## config.mk

```make
export PLATFORM = sky130hd
export DESIGN_NAME = serial_adder_acc
export DESIGN_NICKNAME = d
export VERILOG_FILES = /design/src/rtl/serial_adder_pkg.sv /design/src/rtl/serial_adder_acc_digit_adder.sv /design/src/rtl/serial_adder_acc.sv
export SDC_FILE = /design/constraint.sdc
export NUM_CORES = 1
export LEC_CHECK = 0
export CAP_MARGIN = 20
export CORE_AREA = 2 2 67 69
export CTS_BUF_LIST = sky130_fd_sc_hd__clkbuf_4
export DETAILED_ROUTE_END_ITERATION = 10
export DIE_AREA = 0 0 69 71
export PLACE_DENSITY = 0.76
export SYNTH_ARGS = -nofsm -noshare
export SYNTH_HDL_FRONTEND = slang
export SYNTH_SLANG_ARGS = --single-unit
```

## constraint.sdc

```tcl
create_clock -name clk -period 2.2 [get_ports clk]
set_clock_uncertainty 0.15 [all_clocks]
set_input_delay 0.44 -clock clk [delete_from_list [all_inputs] [get_ports clk]]
set_output_delay 0.44 -clock clk [all_outputs]
set_load 0.01 [all_outputs]
```

## src/rtl/serial_adder_pkg.sv

```systemverilog
// -----------------------------------------------------------------------------
// serial_adder_pkg
//   Shared types and sizing helpers for the digit-serial adder/accumulator.
//   - state_t  : controller states (IDLE, RUN, DONE)
//   - ndig_f   : number of digit cycles per operation, NDIG = WIDTH/DIGIT
//   - cnt_w_f  : digit counter width, $clog2(NDIG+1)
// -----------------------------------------------------------------------------
package serial_adder_pkg;

  typedef enum logic [1:0] {
    IDLE = 2'd0,
    RUN  = 2'd1,
    DONE = 2'd2
  } state_t;

  localparam int WIDTH_DEF = 8;
  localparam int DIGIT_DEF = 1;

  // NDIG = WIDTH/DIGIT
  function automatic int ndig_f(input int width, input int digit);
    return width / digit;
  endfunction

  function automatic int cnt_w_f(input int width, input int digit);
    return $clog2(width / digit + 1);
  endfunction

endpackage

```

## src/rtl/serial_adder_acc_digit_adder.sv

```systemverilog
// -----------------------------------------------------------------------------
// digit_adder
//   Combinational DIGIT-bit ripple-carry slice built from half-adder pairs.
//   Ports:
//     a_d, b_d  in  [DIGIT-1:0]  operand digits
//     cin       in  1            carry into bit 0
//     s_d       out [DIGIT-1:0]  sum digit
//     cout      out 1            carry out of bit DIGIT-1
// -----------------------------------------------------------------------------
module digit_adder #(
  parameter int DIGIT = 1
) (
  input  logic [DIGIT-1:0] a_d,
  input  logic [DIGIT-1:0] b_d,
  input  logic             cin,
  output logic [DIGIT-1:0] s_d,
  output logic             cout
);

  logic [DIGIT:0] c;

  assign c[0] = cin;

  for (genvar i = 0; i < DIGIT; i++) begin : g_bit
    logic p;   // first half adder: propagate
    logic g;   // first half adder: generate
    logic q;   // second half adder: carry from propagate + incoming carry
    assign p        = a_d[i] ^ b_d[i];
    assign g        = a_d[i] & b_d[i];
    assign s_d[i]   = p ^ c[i];
    assign q        = p & c[i];
    assign c[i + 1] = g | q;
  end

  assign cout = c[DIGIT];

endmodule

```

## src/rtl/serial_adder_acc.sv

```systemverilog
// -----------------------------------------------------------------------------
// serial_adder_acc
//   Digit-serial WIDTH-bit adder, DIGIT bits per clock, with valid/ready
//   handshakes and an optional internal accumulator (B := accumulator).
//   Optional feature macro: SERIAL_ADDER_SUB_EN enables A-B via the sub input;
//   without it sub is ignored and the block always adds.
//   Ports:
//     clk, rst_n          clock / asynchronous active-low reset
//     in_valid, in_ready  input handshake (accept only in IDLE)
//     a, b                operands (b ignored when acc_mode=1)
//     acc_mode            use accumulator as B and write the result back
//     acc_clr             clear accumulator (IDLE only; wins over acc_mode)
//     sub                 subtract (SERIAL_ADDER_SUB_EN builds only)
//     out_valid, out_ready output handshake (held in DONE)
//     sum, cout           last completed result and its MSB carry
// -----------------------------------------------------------------------------
module serial_adder_acc
  import serial_adder_pkg::*;
#(
  parameter int WIDTH = WIDTH_DEF,
  parameter int DIGIT = DIGIT_DEF
) (
  input  logic             clk,
  input  logic             rst_n,
  input  logic             in_valid,
  output logic             in_ready,
  input  logic [WIDTH-1:0] a,
  input  logic [WIDTH-1:0] b,
  input  logic             acc_mode,
  input  logic             acc_clr,
  input  logic             sub,
  output logic             out_valid,
  input  logic             out_ready,
  output logic [WIDTH-1:0] sum,
  output logic             cout
);

  localparam int NDIG  = ndig_f(WIDTH, DIGIT);
  localparam int CNT_W = cnt_w_f(WIDTH, DIGIT);

  if ((DIGIT < 1) || (DIGIT > WIDTH) || ((WIDTH % DIGIT) != 0)) begin : g_bad_cfg
    $error("serial_adder_acc: WIDTH must be a multiple of DIGIT, 1 <= DIGIT <= WIDTH");
  end

  state_t             state, state_nx;
  logic [WIDTH-1:0]   a_sh, b_sh, res_sh, res_nx, acc, sum_q;
  logic [WIDTH-1:0]   b_src;
  logic [CNT_W-1:0]   cnt;
  logic               carry, cout_q, acc_op, sub_eff;
  logic               accept, last;
  logic [DIGIT-1:0]   s_d;
  logic               c_d;

`ifdef SERIAL_ADDER_SUB_EN
  assign sub_eff = sub;
`else
  logic unused_sub;
  assign unused_sub = sub;
  assign sub_eff    = 1'b0;
`endif

  assign accept    = in_valid && (state == IDLE);
  assign last      = (cnt == CNT_W'(NDIG - 1));
  assign in_ready  = (state == IDLE);
  assign out_valid = (state == DONE);
  assign sum       = sum_q;
  assign cout      = cout_q;

  // Clear wins over accumulate: a coincident clear feeds B = 0.
  assign b_src = acc_mode ? (acc_clr ? '0 : acc) : b;

  digit_adder #(.DIGIT(DIGIT)) u_digit (
    .a_d  (a_sh[DIGIT-1:0]),
    .b_d  (b_sh[DIGIT-1:0]),
    .cin  (carry),
    .s_d  (s_d),
    .cout (c_d)
  );

  // New digit enters at the MSB end; after NDIG shifts the LSB digit is at the bottom.
  assign res_nx = (res_sh >> DIGIT) | (WIDTH'(s_d) << (WIDTH - DIGIT));

  // NOTE: every output of a combinational block gets a default first, so no
  // path leaves it unassigned and no latch is inferred.
  always_comb begin
    state_nx = state;
    unique case (state)
      IDLE:    if (accept)    state_nx = RUN;
      RUN:     if (last)      state_nx = DONE;
      DONE:    if (out_ready) state_nx = IDLE;
      default:                state_nx = IDLE;
    endcase
  end

  // NOTE: sequential state uses non-blocking assignments so every register
  // samples the pre-edge values regardless of statement order.
  always_ff @(posedge clk or negedge rst_n) begin
    if (!rst_n) begin
      state  <= IDLE;
      a_sh   <= '0;
      b_sh   <= '0;
      res_sh <= '0;
      acc    <= '0;
      sum_q  <= '0;
      cnt    <= '0;
      carry  <= 1'b0;
      cout_q <= 1'b0;
      acc_op <= 1'b0;
    end else begin
      state <= state_nx;
      unique case (state)
        IDLE: begin
          if (acc_clr) acc <= '0;
          if (accept) begin
            a_sh   <= a;
            b_sh   <= sub_eff ? ~b_src : b_src;
            carry  <= sub_eff;
            cnt    <= '0;
            acc_op <= acc_mode;
          end
        end
        RUN: begin
          a_sh   <= a_sh >> DIGIT;
          b_sh   <= b_sh >> DIGIT;
          res_sh <= res_nx;
          carry  <= c_d;
          cnt    <= cnt + CNT_W'(1);
          if (last) begin
            sum_q  <= res_nx;
            cout_q <= c_d;
            if (acc_op) acc <= res_nx;
          end
        end
        default: ;
      endcase
    end
  end

endmodule
```

==> results of run 1 <==
-- metal layers --
layer,share of wire (%),GRT usage [%],vias up
met5,0,0,-
met4,1.7,7.190,0
met3,4.3,4.986,6
met2,46,29.81,37
met1,48,30.42,764
li1,-,-,791
-- worst max path at each step --
stage / from / cells after the start / slack (ns) / to
final: state[0] / 2 / 0.07 / in_ready
after global routing: state[0] / 2 / 0.01 / in_ready
after CTS: state[0] / 2 / 0.05 / in_ready
after detailed placement: in_valid / 4 / 0.03 / a_sh[2]
after global placement: in_valid / 4 / 0.06 / a_sh[6]
after floorplan: cnt[0] / 5 / 0.56 / cout
-- state kept, by name, indices dropped and copies added (netlist names) --
name / cells
a_sh: 8
acc: 8
acc_op: 1
b_sh: 8
carry: 1
cnt: 4
cout: 1
res_sh: 7
state: 2
sum: 8
-- power breakdown --
group          internal, mW  switching, mW
Combinational         0.735          0.604
Clock                 0.243          0.292
Sequential             1.25          0.260
-- synthesized netlist by cell type, types with 2 or more instances --
cell type  count  share of area, %
o2111ai_1      3               1.2
mux2_2         2              0.99
dfrtp_1       48                53
nand3b_1       3              0.99
o21ai_0       18               4.0
clkbuf_1       3              0.50
buf_2          7               1.5
nand3_1        2              0.44
nand2b_1       2              0.55
buf_6          2              0.99
a22o_1         3               1.2
mux2i_1        8               3.5
o22ai_1        4               1.1
inv_1         12               2.0
nand2_1       19               3.1
nor2b_1       16               4.4
mux2_4         9               6.0
a22oi_1        7               2.3
o221a_2        3               1.5
a2111oi_0      4               1.5
nor2_1         7               1.2
a21oi_1       10               2.2
-- critical path: cells and delay by family (launching register included) --
kind / cells / cell delay [ns]
buffers and inverters: 1 / 0.56
DFF: 1 / 0.46
and+or+nand+nor: 1 / 0.15
-- area by class of cell --
| type | instances | area, um2 |
|---|---|---|
| fillers | 331 | 1438 |
| flip-flops and latches | 48 | 1204 |
| multi-input cells | 131 | 938.4 |
| repair buffers | 45 | 430.4 |
| well taps | 52 | 65.06 |
| clock inverters | 3 | 46.29 |
| inverters | 12 | 45.04 |
| clock buffers | 5 | 37.54 |
-- timing repair --
action	in CTS	in global routing
buffers inserted	2	0
hold buffers	1	0
pin swaps	0	0
gates resized for setup	3	1
endpoints found under the setup margin	2	1
hold endpoints to repair	48	0
-- kinds of logic (layout without fill, tap and decap cells) --
group	after synthesis	in the layout
multiplexers	19	19
AND/OR/NAND/NOR	54	54
adder cells (fa/ha/maj)	2	2
AO/OA/AOI/OAI	56	56
flip-flops	48	48
buffers and inverters	25	65
-- cell usage in the layout, fill, tap and decap left out, types with 2 or more instances in the layout --
cell / instances
dfrtp_2: 2
nand3b_1: 3
mux2_2: 2
clkbuf_4: 5
o2111ai_1: 3
nor2b_1: 16
nand2_1: 19
mux2_4: 9
clkdlybuf4s50_1: 30
nand2b_1: 2
a2111oi_0: 4
mux2i_1: 8
o21ai_0: 18
nor2_1: 6
a22oi_1: 7
a22o_1: 3
buf_4: 11
o221a_2: 3
a21oi_1: 10
o22ai_1: 4
dfrtp_1: 46
nand3_1: 2
inv_1: 12
==> impl_metrics.yaml, run 1 <==
sta:
  finalCriticalPeriod_ns: 2.131
  hold_viol: 0
  finalSetupTns_ns: 0
  setup_ws_ns: 0.06917
  relSlewSlack_pct: 64.58
  whs_ns: 0.3735
  finalCritPeriodShare_pct: 96.86
  slew_violations: 0
  rsz0062_at_grt: "no"
  worst_slew_pin_slew_ns: 0.5301
  max_freq_ghz: 0.4693
  setup-violations-final: 0
logic_synthesis:
  synth_top_family_by_area: "compound AO/OA/AOI/OAI gates"
  ys_ff_latch: 48
  ys_warn_count: 0
  async_reset_ff_share_pct: 100.0
  synth.area.mux_share_pct: 10.47
  avgSynthCellArea_um2: 11.13
  yosys.area_share.adder_pct: 1.433
  synthSimpleGateAreaFrac_pct: 12.84
  synthesis.area_um2: 2271
  seq_area_frac_synth_pct: 52.89
  synth-compound-area-share_pct: 16.47
  synthXorXnorAreaFrac_pct: 0
  syn_nets: 229
  synth-edff-count: 0
  synthCells: 204
  ys_types: 34
  ys.flop_type: "dfrtp_1"
final_layout:
  final_cells: 296
  syn2layout_area_growth_pct: 21.82
  final_nets: 268
  drive_gt1_share_pct: 18.44
  final_area_um2: 2766
  diodes: 0
  fin_util_pct: 65.80
setup_path:
  max_stage_delay_ns: 0.56
  crit_type: "flip-flop to output port"
  crit_fanout: 3
  crit_arrival_ns: 1.54
  startpoint_type: "flip-flop"
  endpoint_kind: "output port"
  r2r-start: "state[0]"
  crit_slowest_cell: "clkdlybuf4s50_1"
  r2r_cells: 6
  rr_endpoint: "acc[3]"
  ff2ff_setup_slack_ns: 0.22
  critPathRequiredTime_ns: 1.61
  crit_chain: "nor2_2, clkdlybuf4s50_1"
placement:
  gp_congestion: 0.8097
  dp_slack_ns: 0.02575
  dp_cells: 285
  dpl_cell_area_um2: 2650
  port_buffers: 32
  dp_hpwl_mm: 3.101
global_routing:
  grt_pass1_vias: 1568
  antenna_found_initial: 0
  grt_usage_pct: 20.58
  grt_pass1_wl_mm: 7.893
  gr-total-overflow: 0
  grt_max_degree: 49
clock_network:
  clk_path_buf_depth: 2
  clock_latency_ns: 0.37
  h-tree-depth: 2
  root_buffer: "clkbuf_4"
  cts_buffers: 5
  cts_num_sinks: 48
  clk_pin_slew_ns: 0.14
  cts_tree: "yes"
routing:
  post-route-drc-count: 0
  dr.pass1.iters: 4
  num_vias: 1598
  vias_per_cell: 5.399
  first_iter_violations: 129
  drt-wirelength-per-cell_um: 15.42
  drtAntennaViolNets: 0
  totalWireLength_mm: 4.563
floorplanning:
  die-width_um: 69
  die_height_um: 71
  initial_core_util_pct: 54.02
  num_rows: 24
  die_area_um2: 4899
  num_io_pins: 34
  core_area_um2: 4204
pwr:
  ir_drop_uv: 748.5
  power.total_mw: 3.383
  p_leak_nw: 1.281
  p_per_area_nw_per_um2: 1223
job:
  drv_cap: 0
outcome:
  run_status: "complete, no violations"
min_path:
  min_delay_worst_endpoint: "res_sh[6]"
  hold_class: "flip-flop to flip-flop"
  whs_path_depth: 2
  min_from: "res_sh[7]"
No activity file was read; power rests on OpenSTA's default activity.
==> run 2, diff against run 1 <==
--- a/config.mk
+++ b/config.mk
@@ -10,7 +10,7 @@
 export CTS_BUF_LIST = sky130_fd_sc_hd__clkbuf_4
 export DETAILED_ROUTE_END_ITERATION = 10
 export DIE_AREA = 0 0 69 71
-export PLACE_DENSITY = 0.76
+export PLACE_DENSITY = 0.81
 export SYNTH_ARGS = -nofsm -noshare
 export SYNTH_HDL_FRONTEND = slang
 export SYNTH_SLANG_ARGS = --single-unit
==> impl_metrics.yaml, run 2 (synthesis gave the netlist of run 1 again) <==
setup_path:
  path_delay_family: "buffers and inverters"
  cp.depth: 2
  crit_slowest_cell: "clkdlybuf4s50_1"
  startpoint_type: "flip-flop"
  startpoint: "state[0]"
  r2r_cells: 4
  crit_chain: "nor2b_1, clkdlybuf4s50_1"
  max_stage_delay_ns: 0.56
  crit_fanout: 5
  crit_type: "flip-flop to output port"
  crit_buf_inv: 1
  critPathRequiredTime_ns: 1.61
  endpoint_kind: "output port"
  crit_arrival_ns: 1.51
  r2r-start: "cnt[0]"
pwr:
  power_switching_mw: 1.124
  p_per_area_nw_per_um2: 1190
  ir_drop_uv: 668.0
  p_int_mw: 2.092
  p_leak_nw: 1.249
  pwr-share-clk_pct: 11.9
  p_sw_share_pct: 34.96
  seqPwrFrac_pct: 46.8
  comb_power_share_pct: 41.2
sta:
  max_freq_ghz: 0.4763
  rsz0062_at_grt: "no"
  slew_violations: 0
  relSlewSlack_pct: 61.40
  finalCritPeriodShare_pct: 95.43
  worst_slew_pin_slew_ns: 0.5790
  setup-violations-final: 0
  finalCriticalPeriod_ns: 2.100
  hold_viol: 0
  finalSetupTns_ns: 0
job:
  drv_cap: 0
floorplanning:
  die-width_um: 69
  core_area_um2: 4204
  die_height_um: 71
  initial_core_util_pct: 54.02
  num_io_pins: 34
  num_rows: 24
  die_area_um2: 4899
clock_network:
  cts_num_sinks: 48
  clk_pin_slew_ns: 0.13
  cts_tree: "yes"
  root_buffer: "clkbuf_4"
  cts_buffers: 5
  h-tree-depth: 2
  clk_path_buf_depth: 2
  clock_latency_ns: 0.35
routing:
  drtAntennaViolNets: 0
  num_vias: 1601
  vias_per_cell: 5.427
  first_iter_violations: 166
  totalWireLength_mm: 4.439
  dr.pass1.iters: 4
  drt-wirelength-per-cell_um: 15.05
  post-route-drc-count: 0
global_routing:
  grt_usage_pct: 19.01
  gr-total-overflow: 0
  antenna_found_initial: 0
  grt_pass1_wl_mm: 7.403
  grt_max_degree: 49
  grt_pass1_vias: 1541
final_layout:
  diodes: 0
  drive_gt1_share_pct: 17.28
  mostFrequentLayoutCell: "dfrtp_1"
  final_nets: 267
  n_fill_cell: 353
  final_cell_mix: "47 x dfrtp_1, 30 x clkdlybuf4s50_1, 19 x nand2_1"
  syn2layout_area_growth_pct: 19.06
  fin_util_pct: 64.32
placement:
  gp_congestion: 0.8550
  port_buffers: 32
  dp_hpwl_mm: 3.122
min_path:
  hold_class: "input pin to asynchronous set/reset pin"
outcome:
  run_status: "complete, no violations"
==> run 2: power by group through the flow <==
stage | registers [mW] | logic, mW | clock network, mW
after CTS | 1.51 | 1.32 | 0.391
after global routing | 1.56 | 1.47 | 0.443
after global placement | 1.51 | 1.27 | 0
after floorplan | 1.48 | 0.911 | 0
final | 1.51 | 1.33 | 0.384
after detailed placement | 1.53 | 1.31 | 0
==> run 2: worst reg2reg max path: stages (launching register included) <==
cell	delay, ns
dfrtp_1	0.42
ha_1	0.21
and3b_4	0.23
and2_4	0.28
mux2_4	0.33
==> run 2: path summary, 6_finish.rpt <==
check | endpoint | slack, ns
max in group asynchronous | state[0] | 1.47
min in group clk | res_sh[1] | 0.37
max | out_valid | 0.10
min reg2reg | res_sh[1] | 0.37
min | sum[1] | 0.007
max reg2reg | sum[7] | 0.48
==> run 2: layout make-up <==
cell class	instances	area (um2)	area share, %
sequential	48	1202	44.47
inverter	12	45.04	1.666
clock inverter	3	13.76	0.5090
multi-input combinational	131	935.9	34.61
clock buffer	5	37.54	1.388
tap	52	65.06	2.406
timing repair buffer	44	404.1	14.95
==> run 2: what timing repair did <==
item,CTS,global route
setup buffers,0,1
gates resized for setup,2,0
endpoints found under the setup margin,1,1
hold buffers,0,0
cloned,0,0
==> run 2: through the flow <==
stage                     hold WS (ns)  total power, mW  instances  instance area, um2  worst slack (ns)
after floorplan              -0.005591            2.395        204                2271            0.5643
after detailed placement        0.3420            2.846        286                2645            0.1713
after CTS                      0.02654            3.228        294                2696           0.04973
after global routing           0.03332            3.477        295                2704           0.01763
final                         0.006691            3.216        295                2704            0.1005
after global placement          0.3408            2.785        286                2645            0.1609
==> run 2: routing by layer <==
metal  wire, um  global-route usage, %  part of all wire [%]
met1       2142                  27.90                    48
met2       2076                  28.85                    47
met3        175                  4.416                   3.9
met4         45                  4.793                   1.0
met5          0                      0                     0
==> run 3, diff against run 2 <==
--- a/config.mk
+++ b/config.mk
@@ -6,11 +6,12 @@
 export NUM_CORES = 1
 export LEC_CHECK = 0
 export CAP_MARGIN = 20
-export CORE_AREA = 2 2 67 69
+export CORE_AREA = 2 2 77 61
 export CTS_BUF_LIST = sky130_fd_sc_hd__clkbuf_4
 export DETAILED_ROUTE_END_ITERATION = 10
-export DIE_AREA = 0 0 69 71
+export DIE_AREA = 0 0 79 63
 export PLACE_DENSITY = 0.81
+export SLEW_MARGIN = 5
 export SYNTH_ARGS = -nofsm -noshare
 export SYNTH_HDL_FRONTEND = slang
 export SYNTH_SLANG_ARGS = --single-unit
==> impl_metrics.yaml, run 3 (synthesis gave the netlist of run 1 again) <==
setup_path:
  critPathRequiredTime_ns: 1.61
  crit_chain: "nor2b_2, clkdlybuf4s50_1"
  endpoint_kind: "output port"
  crit_buf_inv: 1
  startpoint_type: "flip-flop"
  crit_type: "flip-flop to output port"
  crit_slowest_cell: "clkdlybuf4s50_1"
  max_stage_delay_ns: 0.55
  path_delay_family: "buffers and inverters"
  crit_fanout: 4
  crit_arrival_ns: 1.53
global_routing:
  use_met3_pct: 6.358
  gr-total-overflow: 0
  grt_pass1_wl_mm: 7.797
  grt_usage_pct: 20.03
  antenna_found_initial: 0
  grt_max_degree: 49
  grt_pass1_vias: 1577
  grtUsageMet2_pct: 27.33
  top_usage_layer: "met1"
  grtUsageMet1_pct: 31.05
sta:
  setup-violations-final: 0
  slew_violations: 0
  finalCriticalPeriod_ns: 2.120
  worst_slew_pin_slew_ns: 0.5883
  whs_ns: -0.01189
  hold_viol: 38
  finalCritPeriodShare_pct: 96.36
  max_freq_ghz: 0.4717
  finalSetupTns_ns: 0
  relSlewSlack_pct: 60.78
  setup_ws_ns: 0.08005
pwr:
  p_sw_share_pct: 34.55
  p_leak_nw: 1.266
  ir_drop_uv: 659.9
  pwr-share-clk_pct: 15.7
  p_int_mw: 2.204
  power_switching_mw: 1.163
  comb_power_share_pct: 39.4
  seqPwrFrac_pct: 44.8
  p_per_area_nw_per_um2: 1230
clock_network:
  root_buffer: "clkbuf_4"
  clock_latency_ns: 0.38
  cts_num_sinks: 48
  clk_pin_slew_ns: 0.14
  cts_tree: "yes"
  clk_path_buf_depth: 2
  h-tree-depth: 2
  cts_buffers: 5
  ctsHoldBuffers: 0
routing:
  totalWireLength_mm: 4.608
  dr.pass1.iters: 4
  vias_per_cell: 5.498
  post-route-drc-count: 0
  drt-wirelength-per-cell_um: 15.41
  num_vias: 1644
  first_iter_violations: 111
  drtAntennaViolNets: 0
final_layout:
  diodes: 0
  layout.area.seq_um2: 1204
  final_nets: 266
  n_fill_cell: 359
  final_cells: 299
  syn2layout_area_growth_pct: 20.61
  multi_input_area_um2: 938.4
  drive_gt1_share_pct: 17.77
  mostFrequentLayoutCell: "dfrtp_1"
  final_cell_mix: "46 x dfrtp_1, 30 x clkdlybuf4s50_1, 19 x nand2_1"
floorplanning:
  num_rows: 21
  die-width_um: 79
  die_height_um: 63
  die_area_um2: 4977
  num_io_pins: 34
  core_area_um2: 4257
  initial_core_util_pct: 53.35
outcome:
  violations: "negative hold slack"
  run_status: "complete, but fails checks"
placement:
  dp_slack_ns: 0.1747
  port_buffers: 32
  dp_cells: 288
  dp_hpwl_mm: 3.210
  gp_congestion: 0.8252
job:
  drv_cap: 0
min_path:
  hold_class: "input pin to asynchronous set/reset pin"
## run 3: cell types whose count changed in the layout (fill, tap and decap cells not counted)
| cell | previous run | this run |
|---|---|---|
| clkinv_2 | 2 | 0 |
| buf_4 | 12 | 11 |
| bufinv_16 | 0 | 1 |
| clkinv_4 | 0 | 1 |
| dfrtp_1 | 47 | 46 |
| dfrtp_2 | 1 | 2 |
| dlygate4sd2_1 | 1 | 0 |
| dlymetal6s2s_1 | 0 | 1 |
| nor2b_1 | 16 | 15 |
| nor2b_2 | 1 | 2 |
## run 3: final cells by class
cell class / count / area share (%)
Clock inverter: 3 / 1.553
Clock buffer: 5 / 1.370
Timing Repair Buffer: 43 / 14.62
Inverter: 12 / 1.645
Sequential cell: 48 / 43.95
Tap cell: 57 / 2.604
Multi-Input combinational cell: 131 / 34.26
## run 3: metrics by stage
stage	instance area [um2]	utilization [%]	total power [mW]
2_1_floorplan	2271	-	2.395
3_3_place_gp	2629	61.76	2.775
3_5_place_dp	2629	61.76	2.820
4_1_cts	2714	63.76	3.360
5_1_grt	2739	64.34	3.594
6_report	2739	64.34	3.368
## run 3: worst paths after layout
path                             end  slack (ns)     start  cells after the start
max                        out_valid        0.08  state[0]                      2
min                          b_sh[7]       -0.01     rst_n                      2
max reg2reg                   acc[0]        0.34  state[0]                      5
max in group asynchronous   state[1]        1.50     rst_n                      2
min in group clk              sum[5]        0.38    sum[5]                      1
min reg2reg                   sum[5]        0.38    sum[5]                      1
## run 3: power groups by stage
stage	Sequential (mW)	Combinational (mW)	Clock [mW]
global route	1.55	1.45	0.589
CTS	1.51	1.31	0.537
floorplan	1.48	0.911	0
detailed placement	1.53	1.29	0
finish	1.51	1.33	0.529
global placement	1.52	1.26	0
## run 3: what timing repair did
item / 4_1_cts / 5_1_grt
setup buffers: 0 / 3
setup endpoints to repair: 2 / 2
gates resized for setup: 3 / 1
## run 3: routing by layer
metal	up-vias	wire length (um)
li1	791	-
met1	798	2312
met2	49	2011
met3	6	237
met4	0	46
met5	-	0
